`src/rtl/ex_stage.sv`:
```
// ex_stage: execute stage of the 5-stage MIPS pipeline.
//
// Selects the forwarded ALU operands, computes the ALU result and registers
// it with the control bits into the EX/MEM pipeline register. It also holds
// an iterative signed shift-add multiplier with HI/LO registers, and asserts
// EX_Busy so the hazard unit stalls upstream while a multiply runs.
//
// Ports
//   clk, reset             rising-edge clock, async active-high reset
//   IDEX_*                 ID/EX register contents (operands, imm, shamt, rd,
//                          ALU op, ALUSrc and the control bits)
//   ForwardA/B             operand selects: 00 regfile, 10 EX/MEM, 01 MEM/WB
//   MEMWB_WriteData        write-back value (forwarding source 01)
//   EXMEM_*                registered EX/MEM outputs
//   EX_Busy                combinational stall request
//
// Multiplier states
//   state | meaning
//   IDLE  | no multiply; a MULT in ID/EX latches operands here
//   MUL   | one shift-add step per cycle, WIDTH steps
//   DONE  | HI/LO valid; the MULT drains into EX/MEM without RegWrite

module ex_stage #(
    parameter int WIDTH = 32
) (
    input  logic             clk,
    input  logic             reset,
    input  logic [WIDTH-1:0] IDEX_ReadData1,
    input  logic [WIDTH-1:0] IDEX_ReadData2,
    input  logic [WIDTH-1:0] IDEX_Imm,
    input  logic [4:0]       IDEX_Shamt,
    input  logic [4:0]       IDEX_Rd,
    input  logic [3:0]       IDEX_ALUOp,
    input  logic             IDEX_ALUSrc,
    input  logic             IDEX_RegWrite,
    input  logic             IDEX_MemRead,
    input  logic             IDEX_MemWrite,
    input  logic             IDEX_MemtoReg,
    input  logic [1:0]       ForwardA,
    input  logic [1:0]       ForwardB,
    input  logic [WIDTH-1:0] MEMWB_WriteData,
    output logic [WIDTH-1:0] EXMEM_ALUResult,
    output logic [WIDTH-1:0] EXMEM_WriteData,
    output logic [4:0]       EXMEM_Rd,
    output logic             EXMEM_RegWrite,
    output logic             EXMEM_MemRead,
    output logic             EXMEM_MemWrite,
    output logic             EXMEM_MemtoReg,
    output logic             EX_Busy
);

    localparam logic [3:0] OP_AND  = 4'b0000;
    localparam logic [3:0] OP_OR   = 4'b0001;
    localparam logic [3:0] OP_ADD  = 4'b0010;
    localparam logic [3:0] OP_XOR  = 4'b0011;
    localparam logic [3:0] OP_SLL  = 4'b0100;
    localparam logic [3:0] OP_SRL  = 4'b0101;
    localparam logic [3:0] OP_SUB  = 4'b0110;
    localparam logic [3:0] OP_SLT  = 4'b0111;
    localparam logic [3:0] OP_MULT = 4'b1000;
    localparam logic [3:0] OP_MFHI = 4'b1001;
    localparam logic [3:0] OP_MFLO = 4'b1010;
    localparam logic [3:0] OP_NOR  = 4'b1100;

    localparam int             CNT_W    = $clog2(WIDTH);
    localparam logic [CNT_W-1:0] CNT_LAST = CNT_W'(WIDTH - 1);

    typedef enum logic [1:0] {
        ST_IDLE,
        ST_MUL,
        ST_DONE
    } state_t;

    state_t state, state_nxt;

    logic [WIDTH-1:0]   fwd_a, fwd_b, op_b;
    logic [WIDTH-1:0]   alu_result;
    logic [WIDTH-1:0]   hi, lo;
    logic [WIDTH-1:0]   a_mag, b_mag;
    logic [CNT_W-1:0]   count;
    logic [2*WIDTH-1:0] mcand, acc, acc_step, prod_final;
    logic [WIDTH-1:0]   mplier;
    logic               mul_neg;
    logic               mul_start;

    // Forwarding muxes; 2'b11 falls back to the register file value.
    always_comb begin
        case (ForwardA)
            2'b10:   fwd_a = EXMEM_ALUResult;
            2'b01:   fwd_a = MEMWB_WriteData;
            default: fwd_a = IDEX_ReadData1;
        endcase
        case (ForwardB)
            2'b10:   fwd_b = EXMEM_ALUResult;
            2'b01:   fwd_b = MEMWB_WriteData;
            default: fwd_b = IDEX_ReadData2;
        endcase
    end

    assign op_b = IDEX_ALUSrc ? IDEX_Imm : fwd_b;

    always_comb begin
        alu_result = '0;
        case (IDEX_ALUOp)
            OP_AND:  alu_result = fwd_a & op_b;
            OP_OR:   alu_result = fwd_a | op_b;
            OP_ADD:  alu_result = fwd_a + op_b;
            OP_XOR:  alu_result = fwd_a ^ op_b;
            OP_SLL:  alu_result = op_b << IDEX_Shamt;
            OP_SRL:  alu_result = op_b >> IDEX_Shamt;
            OP_SUB:  alu_result = fwd_a - op_b;
            OP_SLT:  alu_result = {{(WIDTH-1){1'b0}}, ($signed(fwd_a) < $signed(op_b))};
            OP_NOR:  alu_result = ~(fwd_a | op_b);
            OP_MFHI: alu_result = hi;
            OP_MFLO: alu_result = lo;
            default: alu_result = '0;
        endcase
    end

    assign mul_start = (IDEX_ALUOp == OP_MULT);

    always_ff @(posedge clk or posedge reset) begin
        if (reset) state <= ST_IDLE;
        else       state <= state_nxt;
    end

    always_comb begin
        state_nxt = state;
        EX_Busy   = 1'b0;
        case (state)
            ST_IDLE: begin
                if (mul_start) begin
                    state_nxt = ST_MUL;
                    EX_Busy   = 1'b1;
                end
            end
            ST_MUL: begin
                EX_Busy = 1'b1;
                if (count == CNT_LAST) state_nxt = ST_DONE;
            end
            ST_DONE: state_nxt = ST_IDLE;
            default: state_nxt = ST_IDLE;
        endcase
    end

    // Unsigned magnitudes; the most negative value maps to 2^(WIDTH-1),
    // which still fits as an unsigned WIDTH-bit number.
    assign a_mag = fwd_a[WIDTH-1] ? -fwd_a : fwd_a;
    assign b_mag = op_b[WIDTH-1]  ? -op_b  : op_b;

    assign acc_step   = mplier[0] ? (acc + mcand) : acc;
    assign prod_final = mul_neg ? -acc_step : acc_step;

    always_ff @(posedge clk or posedge reset) begin
        if (reset) begin
            count   <= '0;
            mcand   <= '0;
            mplier  <= '0;
            acc     <= '0;
            mul_neg <= 1'b0;
            hi      <= '0;
            lo      <= '0;
        end else begin
            case (state)
                ST_IDLE: begin
                    if (mul_start) begin
                        count   <= '0;
                        mcand   <= {{WIDTH{1'b0}}, a_mag};
                        mplier  <= b_mag;
                        acc     <= '0;
                        mul_neg <= fwd_a[WIDTH-1] ^ op_b[WIDTH-1];
                    end
                end
                ST_MUL: begin
                    acc    <= acc_step;
                    mcand  <= {mcand[2*WIDTH-2:0], 1'b0};
                    mplier <= {1'b0, mplier[WIDTH-1:1]};
                    count  <= count + 1'b1;
                    if (count == CNT_LAST) begin
                        hi <= prod_final[2*WIDTH-1:WIDTH];
                        lo <= prod_final[WIDTH-1:0];
                    end
                end
                default: ;
            endcase
        end
    end

    // EX/MEM loads every cycle: bubbles while busy, and the drained MULT
    // never writes the register file.
    always_ff @(posedge clk or posedge reset) begin
        if (reset) begin
            EXMEM_ALUResult <= '0;
            EXMEM_WriteData <= '0;
            EXMEM_Rd        <= '0;
            EXMEM_RegWrite  <= 1'b0;
            EXMEM_MemRead   <= 1'b0;
            EXMEM_MemWrite  <= 1'b0;
            EXMEM_MemtoReg  <= 1'b0;
        end else if (EX_Busy) begin
            EXMEM_ALUResult <= '0;
            EXMEM_WriteData <= '0;
            EXMEM_Rd        <= '0;
            EXMEM_RegWrite  <= 1'b0;
            EXMEM_MemRead   <= 1'b0;
            EXMEM_MemWrite  <= 1'b0;
            EXMEM_MemtoReg  <= 1'b0;
        end else begin
            EXMEM_ALUResult <= alu_result;
            EXMEM_WriteData <= fwd_b;
            EXMEM_Rd        <= IDEX_Rd;
            EXMEM_RegWrite  <= IDEX_RegWrite & (state != ST_DONE);
            EXMEM_MemRead   <= IDEX_MemRead;
            EXMEM_MemWrite  <= IDEX_MemWrite;
            EXMEM_MemtoReg  <= IDEX_MemtoReg;
        end
    end

endmodule

```
`config.mk`:
```
export PLATFORM = sky130hd
export DESIGN_NAME = ex_stage
export DESIGN_NICKNAME = d
export VERILOG_FILES = /design/src/rtl/ex_stage.sv
export SDC_FILE = /design/constraint.sdc
export NUM_CORES = 2
export LEC_CHECK = 0
export ABC_AREA = 0
export BUFFER_PORTS_ARGS = -buffer_cell sky130_fd_sc_hd__clkbuf_2
export CELL_PAD_IN_SITES_DETAIL_PLACEMENT = 1
export CELL_PAD_IN_SITES_GLOBAL_PLACEMENT = 1
export CORE_UTILIZATION = 50
export CTS_CLUSTER_DIAMETER = 200
export CTS_CLUSTER_SIZE = 24
export DETAILED_ROUTE_END_ITERATION = 6
export HOLD_SLACK_MARGIN = 0.03
export PLACE_DENSITY_LB_ADDON = 0.1
export SYNTH_ARGS = -nofsm -noshare
export SYNTH_HDL_FRONTEND = slang
export SYNTH_SLANG_ARGS = --single-unit
export TNS_END_PERCENT = 100
```
`constraint.sdc`:
```
create_clock -name clk -period 23.4 [get_ports clk]
set_input_delay 7.02 -clock clk [delete_from_list [all_inputs] [get_ports clk]]
set_output_delay 7.02 -clock clk [all_outputs]
set_load 0.05 [all_outputs]
```
=== Yosys cells after proc, flatten, opt, wreduce, memory -nomap -nowiden ===
Index checks and enable logic that the tools add are counted.
W data, S select, Z words.

* Mux-type cells: 28
* Magnitude comparators: 1
* Bitwise operators: 6
* Multiply operators: 0
* Divide/modulo/power cells: 0
* Reductions and logical operators: 7
* Add/subtract/negate cells: 7
* Equality and inequality tests: 20
* Shift-type cells: 2

{| class="wikitable"
|+ Operator list
! kind !! number
|-
| $pmux W32 S11 || 1
|-
| $mux W64 || 4
|-
| $pmux W64 S2 || 2
|-
| $mux W32 || 6
|-
| $pmux W32 S2 || 3
|-
| $add A64 B64 Y64 || 1
|-
| $neg A32 Y32 || 2
|-
| $neg A64 Y64 || 1
|-
| $add A32 B32 Y32 || 1
|-
| $and A32 B32 Y32 || 1
|-
| $lt A32 B32 Y1 || 1
|-
| $not A32 Y32 || 1
|-
| $or A32 B32 Y32 || 1
|-
| $shl A32 B5 Y32 || 1
|-
| $shr A32 B5 Y32 || 1
|-
| $sub A32 B32 Y32 || 1
|-
| $xor A32 B32 Y32 || 1
|-
| $eq A4 B3 Y1 const B || 4
|-
| $eq A4 B4 Y1 const B || 4
|-
| $mux W5 || 2
|-
| $pmux W5 S2 || 1
|-
| $eq A4 B2 Y1 const B || 2
|-
| $reduce_and A2 Y1 || 4
|-
| $eq A2 B1 Y1 const B || 3
|-
| other kinds (14) || 22
|}

* Memories kept: 0
* Bits in registers: 305
* RAM bits: 0
* Output and inout port bits: 74
* Logic and storage cells: 86
* Bits in read-only memories: 0
* Latch bits: 0

=== Longest topological paths before layout ===
* Depth in word-level cells: 7
* Depth in mapped cells: 23

=== Worst setup path before layout ===
No wires, ideal clock.

* Path type: input port to output port
* Start: in IDEX_ALUOp[2]
* End: out EX_Busy
* Arrival time: 8478 ps
* Path slack: 7902 ps
* Cell stages on the path: 6
* Path buffers: 2
* Required time: 16380 ps
* Cell sequence: clkbuf_1 > nand2b_1 > nor3_1 > o21ai_1 > inv_1 > clkbuf_1

* Word-level cells in the longest chain between the ends: 3

{| class="wikitable"
|+ RTL lines
! element !! RTL line !! RTL
|-
| from (decl) || 33 || <nowiki>input logic [3:0] IDEX_ALUOp,</nowiki>
|-
| $eq A4 B4 Y1 || 120 || <nowiki>assign mul_start = (IDEX_ALUOp == OP_MULT);</nowiki>
|-
| $mux W1 || 132 || <nowiki>if (mul_start) begin</nowiki>
|-
| $pmux W1 S2 || 130 || <nowiki>case (state)</nowiki>
|-
| to (decl) || 49 || <nowiki>output logic EX_Busy</nowiki>
|}

No other way between the ends.

=== Worst setup path after layout ===
Ends and elaborated chain as after synthesis.

==> out/qor.txt <==
Setup Buffers After CTS = 0
Synth async-reset ratio = 100%
cell area after placement = 31000 um2
max cap viols = 0
post-cts hold buffer count = 0
DIE AREA = 59500 um2
first-pass GRT wire length = 214000 um
RePlAce Congestion = 1.08
core area = 57800 um2
Synth Cell Area = 29300 um2
Final #Nets = 4229
Worst-Margin Slew = 1.40 ns
CTS sink count = 305
Final Setup Violations = 0
FMAX = 0.0620 GHz
worst skew pair latency = 0.57 ns
Worst Hold Class = flip-flop to flip-flop
EDFF count, synth = 0
fraction of layout cells with a size suffix above 1 = 11.0%
Worst Path Max Fanout = 11
Max-Slew Margin vs Limit = 6.16%
vias in the first global route = 33900
Period minus WS final = 16.12 ns
GRT overflow = 0
post-synthesis cell type count = 106
Post-Route WL = 144000 um
Setup TNS Final = 0 ns
hold_ws = 0.488 ns
Clock transition at path regs = 0.10 ns
commonest non-fill, non-tap cell in the layout = nand2_1
All-Layer GR Usage = 46.9%
CP Capture Type = output pin
clock buffer depth = 3
CP required = 16.38 ns
DR WL/cell = 30.9 um
synthesized netlist cell count = 3850
cell area power density = 114 nW/um2
RSZ-0062 raised after global routing = false
H-tree levels = 1
Synth-to-Final Area Change = 7.32%
# rows = 88
pin count of the biggest net entering global routing = 185
endpoints failing hold = 0
1st-pass router iterations = 5
fin crit share = 68.9%
CP arrival = 9.10 ns
Initial Utilization = 50.6%
Leak = 13.6 nW
CTS tree = built
commonest cells after routing, fill and taps aside = nand2_1 (446), a21oi_1 (376), o21ai_0 (327)
Main synth FF type = dfrtp_1
DRT iter0 DRCs = 3935
outcome = complete, no violations
Mapped Avg Cell Area = 7.60 um2
synth warn = 0
Root Driver = clkbuf_16
FF+latch count, synth = 305
Max Slew Vio Count = 0
antenna-violating nets left = 0
initial antenna violation count = 9
Post-DP HPWL = 110000 um
PortBufs = 226
CTS Buf Count = 16
Critical Path Start Type = input port
syn nets = 4185
Peak supply drop = 0.138 mV
routed vias/inst = 7.21
Finished Cell Area = 31400 um2
CP Class = input port to output pin
drt drc = 0
I/O pin cnt = 227
post-CTS sizing = 0
skew final = 0.0271 ns
Die Wd = 244 um
register area share after synthesis = 26.1%
vias post-DR = 33600
chip height = 244 um
## cell families after synthesis
logic type	Yosys count	share of synthesized area [%]
buffers and inverters	417	5.49
AOI/OAI and AO/OA	1452	32.8
xor gates and xnor gates	144	4.36
DFF	305	26.1
and+or+nand+nor	1264	20.3
adders and majority gates	182	7.86
muxes	86	3.09
## cell usage after synthesis (49+ instances only)
| cell type | number | area, um2 |
|---|---|---|
| a22oi_1 | 87 | 653 |
| clkbuf_1 | 221 | 830 |
| nor2_1 | 302 | 1130 |
| a21oi_1 | 376 | 1880 |
| nand2_1 | 448 | 1680 |
| o31ai_1 | 57 | 428 |
| xnor2_1 | 113 | 990 |
| o21ai_0 | 327 | 1640 |
| nor3_1 | 105 | 526 |
| inv_1 | 133 | 499 |
| a221oi_1 | 60 | 526 |
| a22o_1 | 66 | 578 |
| ha_1 | 179 | 2240 |
| nand3_1 | 82 | 410 |
| mux2i_1 | 70 | 701 |
| nand4_1 | 49 | 307 |
| dfrtp_1 | 305 | 7630 |
## power breakdown
part / internal, W / switching [W]
logic: 0.000724 / 0.00164
clock network: 0.000133 / 0.000204
registers: 0.000701 / 0.000192
## metrics by stage
stage,setup WS [ns],total power [W],instances,util (%)
after floorplan,7.90,0.00237,3850,-
after global placement,7.31,0.00300,4641,53.6
after detailed placement,7.35,0.00314,4641,53.6
after CTS,7.35,0.00348,4660,54.3
after global routing,7.31,0.00373,4661,54.3
final,7.28,0.00359,4664,54.4
## final timing paths
kind | end | cells after the start | slack, ns | start
max reg2reg | hi[6] | 15 | 17.63 | mcand[0]
min | lo[9] | 2 | 0.49 | lo[9]
max | EX_Busy | 6 | 7.28 | IDEX_ALUOp[2]
min reg2reg | lo[9] | 2 | 0.49 | lo[9]
min in group asynchronous | EXMEM_Rd[0] | 2 | 6.58 | reset
max in group asynchronous | lo[2] | 4 | 14.61 | reset
## routing by layer
| metal | GRT usage, % | vias to the layer above | share of wire [%] |
|---|---|---|---|
| met5 | 0 | - | 0.042 |
| met4 | 30.4 | 10 | 7.4 |
| met3 | 8.06 | 559 | 9.3 |
| met2 | 75.9 | 2159 | 45 |
| met1 | 57.7 | 16600 | 38 |
| li1 | - | 14300 | - |
## flip-flops by register name, indices dropped and copies added, names as in the netlist, 2 cells and up
| signal | count |
|---|---|
| hi | 32 |
| EXMEM_Rd | 5 |
| acc | 64 |
| mcand | 64 |
| state | 2 |
| lo | 32 |
| EXMEM_ALUResult | 32 |
| EXMEM_WriteData | 32 |
| mplier | 32 |
| count | 5 |
## worst max-delay path, stage by stage
cell	delay, ns
clkbuf_2	0.18
nand2b_1	0.23
nor3_1	1.07
o21ai_4	0.12
inv_2	0.16
clkbuf_2	0.30
## final cells by class
type	count	area (um2)
clock inverters	1	8.76
multi-input cells	3128	20100
inverters	140	533
diodes	4	10.0
well taps	765	957
clock buffers	18	429
fillers	7328	26400
flip-flops and latches	305	7640
repair buffers	303	1730
Power figures use the tool's default switching activity.
